$ cat src/rtl/tsn_sched_pkg.sv
// -----------------------------------------------------------------------------
// tsn_sched_pkg
// Shared definitions for the transmit scheduler: FSM state encoding, queue-id
// constants, error-bit indices and a small constant helper.
// No ports (package).
// -----------------------------------------------------------------------------
package tsn_sched_pkg;

    typedef enum logic [1:0] {
        ST_IDLE    = 2'd0,
        ST_READ    = 2'd1,
        ST_WAIT_MD = 2'd2,
        ST_WAIT_TX = 2'd3
    } sched_state_t;

    // Queue ids, highest priority first
    localparam logic [1:0] Q_TSN_EVEN = 2'd0;
    localparam logic [1:0] Q_TSN_ODD  = 2'd1;
    localparam logic [1:0] Q_RC_PTP   = 2'd2;
    localparam logic [1:0] Q_BE       = 2'd3;

    // Bit positions within out_ts_err
    localparam int ERR_MD_TIMEOUT = 0;
    localparam int ERR_TX_TIMEOUT = 1;

    function automatic int max_int(input int a, input int b);
        return (a > b) ? a : b;
    endfunction

endpackage

$ cat src/rtl/prio_enc4.sv
// -----------------------------------------------------------------------------
// prio_enc4
// Combinational strict-priority encoder: q0 beats q1 beats q2 beats q3.
// Ports:
//   eligible [3:0]  in   one bit per queue, 1 = may be served
//   valid           out  at least one queue is eligible
//   qid      [1:0]  out  highest-priority eligible queue (meaningless if !valid)
// -----------------------------------------------------------------------------
module prio_enc4
    import tsn_sched_pkg::*;
(
    input  logic [3:0] eligible,
    output logic       valid,
    output logic [1:0] qid
);

    always_comb begin
        valid = |eligible;
        qid   = Q_BE;
        if (eligible[0]) begin
            qid = Q_TSN_EVEN;
        end else if (eligible[1]) begin
            qid = Q_TSN_ODD;
        end else if (eligible[2]) begin
            qid = Q_RC_PTP;
        end
    end

endmodule

$ cat src/rtl/tx_sched.sv
// -----------------------------------------------------------------------------
// tx_sched
// Transmit-side scheduler. Picks one gate-open, non-empty queue by strict
// priority, pulses its FIFO read enable, captures the returned metadata,
// forwards it to the port transmitter and waits for that frame to finish.
// Ports:
//   clk, rst_n               clock, asynchronous active-low reset
//   in_ts_fifo_empty [3:0]   per-queue FIFO empty flags
//   in_ts_gate_open  [3:0]   per-queue gate state from GC
//   out_ts_q0..q3_rden       one-cycle FIFO read enables (registered)
//   in_ts_md [7:0]           metadata from the buffer
//   in_ts_md_wr              metadata valid, one cycle after a rden
//   out_ts_md [7:0]          captured metadata forwarded to the transmitter
//   out_ts_md_wr             one-cycle valid for out_ts_md / out_ts_qid
//   out_ts_qid [1:0]         queue the forwarded metadata came from
//   in_ts_tx_done            transmitter finished the frame (pulse)
//   out_ts_busy              scheduler is not idle
//   out_ts_err [1:0]         pulses: bit0 metadata timeout, bit1 tx timeout
// -----------------------------------------------------------------------------
module tx_sched
    import tsn_sched_pkg::*;
#(
    parameter int TX_TIMEOUT = 4096,
    parameter int MD_TIMEOUT = 4
) (
    input  logic       clk,
    input  logic       rst_n,
    input  logic [3:0] in_ts_fifo_empty,
    input  logic [3:0] in_ts_gate_open,
    output logic       out_ts_q0_rden,
    output logic       out_ts_q1_rden,
    output logic       out_ts_q2_rden,
    output logic       out_ts_q3_rden,
    input  logic [7:0] in_ts_md,
    input  logic       in_ts_md_wr,
    output logic [7:0] out_ts_md,
    output logic       out_ts_md_wr,
    output logic [1:0] out_ts_qid,
    input  logic       in_ts_tx_done,
    output logic       out_ts_busy,
    output logic [1:0] out_ts_err
);

    localparam int CNT_W = $clog2(max_int(TX_TIMEOUT, MD_TIMEOUT)) + 1;
    localparam logic [CNT_W-1:0] CNT_MAX  = '1;
    // Timeouts fire on the last allowed cycle so the error pulse lands exactly
    // N cycles after entering the waiting state.
    localparam logic [CNT_W-1:0] MD_LIMIT = CNT_W'(MD_TIMEOUT - 1);
    localparam logic [CNT_W-1:0] TX_LIMIT = CNT_W'((TX_TIMEOUT > 0) ? TX_TIMEOUT - 1 : 0);

    sched_state_t     state_q, state_d;
    logic [1:0]       sel_q, sel_d;
    logic [CNT_W-1:0] cnt_q, cnt_d;
    logic [3:0]       rden_q, rden_d;
    logic [7:0]       md_q, md_d;
    logic             md_wr_q, md_wr_d;
    logic [1:0]       qid_q, qid_d;
    logic [1:0]       err_q, err_d;

    logic [3:0]       eligible;
    logic             enc_valid;
    logic [1:0]       enc_qid;

    assign eligible = ~in_ts_fifo_empty & in_ts_gate_open;

    prio_enc4 u_prio_enc4 (
        .eligible (eligible),
        .valid    (enc_valid),
        .qid      (enc_qid)
    );

    always_comb begin
        state_d = state_q;
        sel_d   = sel_q;
        rden_d  = '0;
        md_d    = md_q;
        md_wr_d = 1'b0;
        qid_d   = qid_q;
        err_d   = '0;

        case (state_q)
            ST_IDLE: begin
                // Eligibility is only sampled here; once a read is committed
                // later gate/empty changes cannot cancel it.
                if (enc_valid) begin
                    sel_d   = enc_qid;
                    rden_d  = 4'b0001 << enc_qid;
                    state_d = ST_READ;
                end
            end
            ST_READ: begin
                state_d = ST_WAIT_MD;
            end
            ST_WAIT_MD: begin
                if (in_ts_md_wr) begin
                    md_d    = in_ts_md;
                    qid_d   = sel_q;
                    md_wr_d = 1'b1;
                    state_d = ST_WAIT_TX;
                end else if (cnt_q >= MD_LIMIT) begin
                    err_d[ERR_MD_TIMEOUT] = 1'b1;
                    state_d               = ST_IDLE;
                end
            end
            ST_WAIT_TX: begin
                // The forwarded-metadata pulse coincides with the first cycle
                // here, so a same-cycle tx_done is naturally accepted.
                if (in_ts_tx_done) begin
                    state_d = ST_IDLE;
                end else if ((TX_TIMEOUT != 0) && (cnt_q >= TX_LIMIT)) begin
                    err_d[ERR_TX_TIMEOUT] = 1'b1;
                    state_d               = ST_IDLE;
                end
            end
            default: begin
                state_d = ST_IDLE;
            end
        endcase

        // Single shared watchdog: restart on any state change, never wrap.
        if (state_d != state_q) begin
            cnt_d = '0;
        end else if (cnt_q == CNT_MAX) begin
            cnt_d = cnt_q;
        end else begin
            cnt_d = cnt_q + 1'b1;
        end
    end

    always_ff @(posedge clk or negedge rst_n) begin
        if (!rst_n) begin
            state_q <= ST_IDLE;
            sel_q   <= '0;
            cnt_q   <= '0;
            rden_q  <= '0;
            md_q    <= '0;
            md_wr_q <= 1'b0;
            qid_q   <= '0;
            err_q   <= '0;
        end else begin
            state_q <= state_d;
            sel_q   <= sel_d;
            cnt_q   <= cnt_d;
            rden_q  <= rden_d;
            md_q    <= md_d;
            md_wr_q <= md_wr_d;
            qid_q   <= qid_d;
            err_q   <= err_d;
        end
    end

    assign out_ts_q0_rden = rden_q[0];
    assign out_ts_q1_rden = rden_q[1];
    assign out_ts_q2_rden = rden_q[2];
    assign out_ts_q3_rden = rden_q[3];
    assign out_ts_md      = md_q;
    assign out_ts_md_wr   = md_wr_q;
    assign out_ts_qid     = qid_q;
    assign out_ts_err     = err_q;
    assign out_ts_busy    = (state_q != ST_IDLE);

endmodule

$ cat config.mk
export PLATFORM = sky130hd
export DESIGN_NAME = tx_sched
export DESIGN_NICKNAME = d
export VERILOG_FILES = /design/src/rtl/tsn_sched_pkg.sv /design/src/rtl/prio_enc4.sv /design/src/rtl/tx_sched.sv
export SDC_FILE = /design/constraint.sdc
export NUM_CORES = 1
export LEC_CHECK = 0
export CORE_ASPECT_RATIO = 1.4
export CORE_MARGIN = 5
export CORE_UTILIZATION = 35
export DETAILED_ROUTE_END_ITERATION = 6
export GPL_TIMING_DRIVEN = 0
export PLACE_DENSITY = 0.7
export SLEW_MARGIN = 10
export SYNTH_ARGS = -nofsm -noshare
export SYNTH_HDL_FRONTEND = slang
export SYNTH_SLANG_ARGS = --single-unit
$ cat constraint.sdc
create_clock -name clk -period 2 [get_ports clk]
set_input_delay 0.4 -clock clk [delete_from_list [all_inputs] [get_ports clk]]
set_output_delay 0.4 -clock clk [all_outputs]
set_load 0.01 [all_outputs]
==> Word-level counts from Yosys, hierarchy flattened <==
Index checks and enable logic that the tools add are counted.
{ "totals": {"elab_cells": 46, "out_inout_bits": 18, "input_bits": 20, "register_bits": 34} }
{ "op_classes": {"bitwise_logic": 2, "add_sub_neg": 1, "n_mux": 21, "shifts": 1, "n_lt_le_gt_ge": 2, "reduce_logical": 5, "n_eq_ne": 6} }
{ "ops": {"columns": ["op", "n"], "rows": [
  ["two-way mux 13 bit", 2],
  ["two-way mux 2 bit", 7],
  ["adder 13 x 1 -> 13 bit (second input constant)", 1],
  ["equality test 13 bit (second input constant)", 1],
  ["greater-or-equal comparator 13 x 12 -> 1 bit (second input constant)", 1],
  ["greater-or-equal comparator 13 x 2 -> 1 bit (second input constant)", 1],
  ["two-way mux 1 bit", 9],
  ["two-way mux 4 bit", 2],
  ["one-hot mux 2 bit (4 select lines)", 1],
  ["bitwise AND 4 bit", 1],
  ["equality test 2 bit (second input constant)", 2],
  ["NOT 4 bit", 1],
  ["AND reduction 2 bit", 2],
  ["OR reduction 4 bit", 1],
  ["left shift 1 x 2 -> 4 bit (first input constant)", 1],
  ["equality test 2 x 1 -> 1 bit (second input constant)", 1],
  ["zero test 2 bit", 1],
  ["inequality test 2 bit", 1],
  ["inequality test 2 bit (second input constant)", 1],
  ["nonzero test 2 bit", 1]
]} }

==> Longest topological paths before layout <==
Gate-level depths: netlist of the first run.
{ "logic_depth": {"word_depth": 8, "depth_mapped": 8, "mapped_depth_nobuf": 6} }

==> Hierarchy <==
Synthesis of the first run repeated with hierarchy kept, for this count alone.
{ "unflattened": {"cells_unflattened": 153, "hier_area_um2": 1667.8} }
{ "by_module_without_submodules": {"columns": ["mod", "seq_area_each_um2", "instances", "area_per_inst_um2", "cells_per_inst"], "rows": [
  ["tx_sched", 850.8, 1, 1641.6, 148],
  ["prio_enc4", 0.0, 1, 26.3, 5]
]} }

==> Worst setup path after synthesis of the first run <==
OpenSTA, ideal clock, no wires.
{ "synth_timing": {"kind": "reg2reg", "from": "register cnt_q[0]", "to": "register cnt_q[5]", "setup_time_ns": 0.073, "arrival_time_ns": 1.650, "path_slack_ns": 0.277, "path_stages_with_launch": 9, "n_path_buf": 2, "required_ns": 1.927, "synth_period_minus_slack_ns": 1.723, "path_cell_list": "dfrtp_1 ha_1 clkbuf_2 a21oi_1 nor4_4 nor4_1 o21ai_2 buf_6 a21oi_2"} }
{ "synth_via": {"elab_chain_len": 6, "word_cells_on_any_way": 13, "classes_between": "add/sub: 1; order compare: 2; eq/ne: 3; mux: 7"} }
{ "synth_lines": {"columns": ["element", "line", "text"], "rows": [
  ["start, declared", "tx_sched.sv:53", "logic [CNT_W-1:0] cnt_q, cnt_d;"],
  ["start signal, assigned", "tx_sched.sv:143", "cnt_q <= cnt_d;"],
  ["greater-or-equal comparator 13 x 12 -> 1 bit / greater-or-equal comparator 13 x 2 -> 1 bit (equally long branches)", "tx_sched.sv:110, tx_sched.sv:100", null],
  ["two-way mux 2 bit, on equally long branches", "tx_sched.sv:110, tx_sched.sv:100", null],
  ["two-way mux 2 bit, on equally long branches", "tx_sched.sv:108, tx_sched.sv:95", null],
  ["one-hot mux 2 bit (4 select lines)", "tx_sched.sv:81", "case (state_q)"],
  ["inequality test 2 bit", "tx_sched.sv:121", "if (state_d != state_q) begin"],
  ["inequality test 2 bit (no source line) / two-way mux 13 bit (equally long branches)", null, null]
]} }
Parallel ways exist; a longest one is shown, timed or not. The select of a mux whose other input is x is not followed.
A chain may end at the register's enable or synchronous reset.

==> Worst setup path in the final report of the first run <==
{ "layout_timing": {"from": "register state_q[1]", "to": "output port out_ts_busy"} }
{ "layout_via": {"elab_chain_len": 1} }
{ "layout_lines": {"columns": ["element", "line", "text"], "rows": [
  ["start, declared", "tx_sched.sv:51", "sched_state_t state_q, state_d;"],
  ["start signal, assigned", "tx_sched.sv:141", "state_q <= state_d;"],
  ["nonzero test 2 bit", "tx_sched.sv:160", "assign out_ts_busy = (state_q != ST_IDLE);"],
  ["end, declared", "tx_sched.sv:40", "output logic out_ts_busy,"]
]} }
Every way passes these cells.

==> results of run 1 <==
[final timing paths]
path	from	to	slack, ps	cells after the start
setup / recovery	state_q[1]	out_ts_busy	80	3
hold / removal	rst_n	rden_q[0]	180	1
hold reg to reg	out_ts_md[2]	out_ts_md[2]	480	2
min in group clk	out_ts_md[2]	out_ts_md[2]	480	2
setup reg to reg	cnt_q[0]	cnt_q[2]	230	7
max in group asynchronous	rst_n	cnt_q[1]	1290	1
[power breakdown]
| part | switching (mW) | total (mW) | internal [mW] |
|---|---|---|---|
| clock | 0.232 | 0.509 | 0.277 |
| sequential | 0.132 | 0.996 | 0.864 |
| combinational | 0.448 | 0.888 | 0.439 |
[layout by cell type, fill, tap and decap left out, types with 4 or more instances in the layout]
cell type / count
clkbuf_8: 6
nand2_1: 39
dfrtp_1: 32
nand4_1: 5
nand3_1: 4
clkdlybuf4s50_1: 36
nand2b_1: 5
nor2_1: 15
inv_1: 5
a21oi_1: 7
nor3_1: 4
o21ai_0: 5
[cells in the mapped netlist, drive strengths merged (3+ instances only)]
master and count:
dfrtp 34, xnor2 3, nand2 39, nor4 5, xor2 3, nand4 6
clkbuf 3, nor3 4, inv 5, nor2 19, o21ai 6, nand3 4
nand2b 5, a21oi 10
[layer usage]
layer,vias to the layer above,track usage,part of all wire
met4,0,0.0558,0.021
li1,667,-,-
met1,629,0.137,0.39
met3,6,0.0349,0.056
met2,35,0.218,0.53
met5,-,0,0
[registers in the layout, summed over array words and instances, names as in the netlist]
signal / count
state_q: 2
out_ts_md: 8
rden_q: 4
out_ts_md_wr: 1
sel_q: 2
cnt_q: 13
out_ts_err: 2
out_ts_qid: 2
[per-stage QoR]
stage                     TNS (ps)  setup WS, ps  cell area, um2  hold WS (ps)
after floorplan                  0           277            1610           104
after global placement       -6140          -182            2060           458
after detailed placement      -107         -25.3            2050           460
after CTS                        0          38.0            2150           196
after global routing             0          11.5            2180           250
final                            0          83.1            2180           177
[what timing repair did]
item	4_1_cts	5_1_grt
endpoints found under the setup margin	1	12
hold buffers	0	0
pin swaps	0	1
gates resized for setup	2	7
[layout make-up]
type / count / area (um2)
fill: 452 / 2320
sequential: 34 / 853
multi-input combinational: 124 / 739
timing repair buffer: 37 / 365
clock buffer: 7 / 86.3
tap: 62 / 77.6
buffer: 4 / 30.0
inverter: 5 / 18.8
clock inverter: 1 / 5.00
[worst max-delay path, stage by stage, from the launching register on]
cell	delay, ps
dfrtp_1	460
nor2_4	220
inv_1	70
clkdlybuf4s50_1	480
[kinds of logic (layout without fill, tap and decap cells)]
family          after synthesis  in the layout  synth area share
compound gates               23             23            0.0949
buf+inv                      10             54            0.0334
flops                        34             34             0.529
simple gates                 93             93             0.296
mux                           1              1           0.00622
xor+xnor                      6              6            0.0327
fa+ha+maj                     1              1           0.00777
==> parameters.txt, run 1 <==
Parameter                              Value

Critical path
  Crit path required time ... ~1600 ps
  Category of the most critical setup path ... reg2out
  Kind of start point of the critical path ... flop
  Top fanout value on the critical path ... 8
  Worst EP arrival ... about 1500 ps
  Sort of element at the end of the critical path ... output port

STA
  Portion of the clock cycle consumed by the worst path in the final layout ... 0.958
  Actual slew at the worst max-slew pin ... ~740 ps
  Slew Limit Fails ... 0
  Final Skew ... 7.78 ps
  Min cycle time layout ... roughly 1900 ps
  Final count of negative-setup-slack endpoints ... 0
  Final hold violation count ... 0
  Rel. slew slack ... 0.506
  Setup repair after global routing missed its margin ... false
  Max frequency ... 522 MHz

Worst hold path
  Class of the tightest hold or removal check ... in2async

Clock network
  Clock sink total ... 34
  TritonCTS clock tree ... yes
  Bufs on Longest Clock Path ... 2
  CTS HTree Levels ... 2
  Post-CTS Setup Bufs ... 0
  TritonCTS Buffers ... 5
  CTS clk-pin slew, worst paths ... around 70 ps
  Insertion delay of the later-clocked pin in the worst-skew pair ... around 280 ps
  Root buffer selected by CTS ... clkbuf_8

Pwr
  Leakage power summed over all cells ... roughly 0.95 nW
  Design Power ... approximately 2.4 mW
  Max rail drop VDD ... about 0.3 mV
  Power Density ... 1100 nW/um2

Synth
  Async SR Flop Fraction ... 1.00
  Number of standard cells after synthesis ... 168
  Seq/Total Area, Yosys ... 0.529
  Summed instance area of the synthesized netlist ... ~1600 um2
  Post-Syn Area per Cell ... between 9 and 10 um2
  Synthesized net count ... between 150 and 200
  Leading post-synthesis cells by cell area ... dfrtp_1 53%, nand2_1 9.1%, nor2_1 3.7%
  Proportion of netlist area held by the largest area contributor ... 0.529
  Yosys reg bits ... 34
  Count of cell types in the netlist ... 38
  Number of enable flip-flop cells after synthesis ... 0
  Synth area leader ... dfrtp_1
  Most used flip-flop cell after synthesis ... dfrtp_1
  Number of warning messages in the yosys log ... 0

Detailed routing
  Antenna violation net count after detailed routing ... 0
  Vias after detailed routing ... ~1.3k
  Routed WL per cell ... approximately 13 um
  Detailed Route Iter0 Violations ... 100
  Length of the first detailed-routing pass in iterations ... 4
  Number of remaining DRC errors ... 0
  Average vias per placed instance ... 4.88
  Detailed Route WL ... approximately 3400 um

Cells and area
  Post-Layout Cell Count ... roughly 270
  Nets ... 232
  Fraction of final layout cells with drive strength greater than 1 ... 0.127
  Fraction of the core area covered by cells at the end of the flow ... 0.484
  Area Growth Syn to Fin ... 35.2%
  Antenna Diode Count ... 0

Global route
  Via count of the first global-routing pass ... between 1k and 1.5k
  Grt total ovfl ... 0
  Overall global routing resource usage ... 0.126
  Global-route wire length before repair ... around 5900 um
  Largest net degree at the start of global routing ... 35
  Antenna violations before repair ... 0

Floorplan
  Rows ... 29
  Die outline area ... just over 6000 um2
  Area of the placeable core ... approximately 4500 um2
  Die outline height ... around 90 um
  X dimension of the die ... ~67 um
  Effective utilization at floorplan ... 0.358
  Boundary pin count ... 38

Status
  Run status ... completed

Placed design
  DP Cell Count ... about 270
  DP HPWL ... around 2600 um
  Routability congestion estimate from global placement ... between 0.7 and 0.8
  Number of input and output port buffers inserted ... 37

Job
  Number of maximum-capacitance violations ... 0
No activity file was read; power rests on OpenSTA's default activity.
==> inputs of run 2 (changes only) <==
Settings changed: PLACE_DENSITY 0.7 to 0.63, SETUP_SLACK_MARGIN set to 0.2.
==> parameters.txt, run 2 (same netlist as run 1, synthesis figures left out) <==
Parameter                              Value

Clock network
  Clock sink total ... 34 (unchanged)
  CTS HTree Levels ... 2 (unchanged)
  Root buffer selected by CTS ... clkbuf_8
  TritonCTS clock tree ... yes
  Insertion delay of the later-clocked pin in the worst-skew pair ... 280 ps (about the same)
  TritonCTS Buffers ... 5 (unchanged)
  CTS clk-pin slew, worst paths ... 70 ps (about the same)
  Bufs on Longest Clock Path ... 2 (unchanged)

Detailed routing
  Detailed Route Iter0 Violations ... 79 (-21%)
  Average vias per placed instance ... 4.96 (+1.7%)
  Routed WL per cell ... 13.2 um (+5.3%)
  Number of remaining DRC errors ... 0 (unchanged)
  Antenna violation net count after detailed routing ... 0 (unchanged)
  Detailed Route WL ... 3740 um (+8.7%)
  Length of the first detailed-routing pass in iterations ... 4 (unchanged)
  Vias after detailed routing ... 1404 (+5.0%)

STA
  Rel. slew slack ... 0.499 (-0.00738)
  Final count of negative-setup-slack endpoints ... 0 (unchanged)
  Actual slew at the worst max-slew pin ... 752 ps (+11.1 ps)
  Max frequency ... 554 MHz (+6.2%)
  Portion of the clock cycle consumed by the worst path in the final layout ... 0.902 (-0.0560)
  Setup repair after global routing missed its margin ... true
  Final hold violation count ... 0 (unchanged)
  Final Skew ... 1.87 ps (-5.91 ps)
  Smallest setup slack after layout ... 195 ps (+112 ps)
  Min Hold Slack ... 184 ps (+7.34 ps)
  Slew Limit Fails ... 0 (unchanged)
  Final TNS setup ... 0 ps (unchanged)
  Min cycle time layout ... 1800 ps (-112 ps)

Critical path
  Sort of element at the end of the critical path ... flop
  Buf+Inv Stages, Crit Path ... 2 (unchanged)
  Crit path required time ... 2210 ps (+610 ps)
  Category of the most critical setup path ... reg2reg
  Top fanout value on the critical path ... 7 (-1)
  Critical Path Most Common Cell ... a21oi_2
  Cell with the largest stage delay on the worst path ... dfrtp_1
  Kind of start point of the critical path ... flop
  Maximum cell stage delay along the critical path ... 410 ps (-70 ps)
  Crit Reg-Reg Endpoint ... cnt_q[3]
  Cell count of the worst reg-to-reg path ... 8 (+1)
  Cell family with the largest share of critical-path delay ... compound AO/OA/AOI/OAI gates
  Slack of the worst reg-to-reg path ... 200 ps (-30 ps)
  Sequence of cells on the critical path ... ha_2 -> buf_6 -> nor4_4 -> a41oi_2 -> a21oi_2 -> o21ai_4 -> buf_4 -> a21oi_2
  Startpoint of the worst register-to-register path ... cnt_q[1]
  Worst EP arrival ... 2020 ps (+500 ps)

Floorplan
  Boundary pin count ... 38 (unchanged)
  X dimension of the die ... 67.3 um (unchanged)
  Die outline area ... 6070 um2 (unchanged)
  Effective utilization at floorplan ... 0.358 (unchanged)
  Die outline height ... 90.2 um (unchanged)
  Rows ... 29 (unchanged)
  Area of the placeable core ... 4500 um2 (unchanged)

Placed design
  Routability congestion estimate from global placement ... 0.782 (+0.99%)
  DP HPWL ... 2580 um (-0.47%)
  Number of input and output port buffers inserted ... 37 (unchanged)
  Area after detailed placement ... 2050 um2 (unchanged)
  Worst slack, placed ... 29.9 ps (+55.2 ps)

Global route
  Overall global routing resource usage ... 0.125 (-0.00110)
  Via count of the first global-routing pass ... 1310 (-1.3%)
  Global routing met2 resource utilization ... 0.221 (+0.00246)
  Fraction of met3 tracks used by global routing ... 0.0274 (-0.00748)
  Routing usage on met1 ... 0.136 (-0.00105)
  Global-route wire length before repair ... 5890 um (-0.24%)
  Largest net degree at the start of global routing ... 35 (unchanged)
  Busiest grt layer ... met2
  Grt total ovfl ... 0 (unchanged)
  Antenna violations before repair ... 0 (unchanged)

Cells and area
  Total area of sequential cells ... 853 um2 (unchanged)
  Antenna Diode Count ... 0 (unchanged)
  Most frequent cells in the layout ... 39 x nand2_1, 36 x clkdlybuf4s50_1, 32 x dfrtp_1
  Area Growth Syn to Fin ... 42.8%
  Biggest register ... cnt_q
  Fraction of the core area covered by cells at the end of the flow ... 0.511 (+0.0273)
  Footprint of the multi-input gates ... 787 um2 (+6.4%)
  Fraction of final layout cells with drive strength greater than 1 ... 0.199 (+0.0717)
  Number of flip-flops in the largest register ... 13 (unchanged)
  Most common library cell in the layout ignoring fill and taps ... nand2_1
  Cell area after layout ... 2300 um2 (+5.6%)
  Number of filler cells placed in the layout ... 448 (-0.88%)
  Nets ... 241 (+3.9%)

Job
  Number of maximum-capacitance violations ... 0 (unchanged)

Worst hold path
  Class of the tightest hold or removal check ... in2async

Pwr
  Power Density ... 1120 nW/um2 (+2.2%)
  Max rail drop VDD ... 0.551 mV (+85%)
  Leakage power summed over all cells ... 0.999 nW (+5.4%)

Status
  Run status ... completed
[run 2: changes by cell type in the layout (fill, tap and decap cells not counted), sizes merged]
cell	before	now
buf	3	12
[run 2: layout make-up]
type	instances	share of cell area
plain buffers	5	0.0180
well taps	62	0.0338
clock buffers	7	0.0376
clock inverters	1	0.00218
repair buffers	45	0.187
multi-input cells	124	0.342
inverters	5	0.00817
flip-flops and latches	34	0.371
[run 2: what timing repair did]
item,4_1_cts,5_1_grt
pin swaps,3,8
gates cloned,0,1
setup buffers,3,4
endpoints found under the setup margin,13,13
hold buffers,0,0
resized for setup,5,21
[run 2: routing by layer]
layer | up-vias | share of wire
met5 | - | 0
met4 | 0 | 0.0080
met3 | 4 | 0.051
met2 | 30 | 0.55
met1 | 688 | 0.39
li1 | 682 | -
[run 2: how the worst max path moves through the flow]
| stage | slack [ps] | depth (start not counted) | end | start |
|---|---|---|---|---|
| 2_1_floorplan | 280 | 8 | cnt_q[5] | cnt_q[0] |
| 3_3_place_gp | -220 | 1 | rden_q[2] | rst_n |
| 3_5_place_dp | 30 | 6 | cnt_q[8] | in_ts_fifo_empty[0] |
| 4_1_cts | 140 | 3 | out_ts_busy | state_q[0] |
| 5_1_grt | 80 | 8 | cnt_q[0] | cnt_q[1] |
| 6_report | 200 | 8 | cnt_q[3] | cnt_q[1] |
[run 2: report_power, final]
group          total [mW]  internal [mW]  switching, mW  leakage [nW]
Clock               0.517          0.278          0.239        0.0482
Combinational        1.10          0.552          0.543         0.506
Sequential          0.973          0.865          0.107         0.444
Total                2.58           1.69          0.890         0.999
[run 2: metrics by stage]
| step | instances | total power [mW] |
|---|---|---|
| final | 283 | 2.58 |
| after global routing | 283 | 2.74 |
| after CTS | 278 | 2.47 |
| after detailed placement | 267 | 1.87 |
| after global placement | 267 | 1.86 |
| after floorplan | 168 | 1.46 |
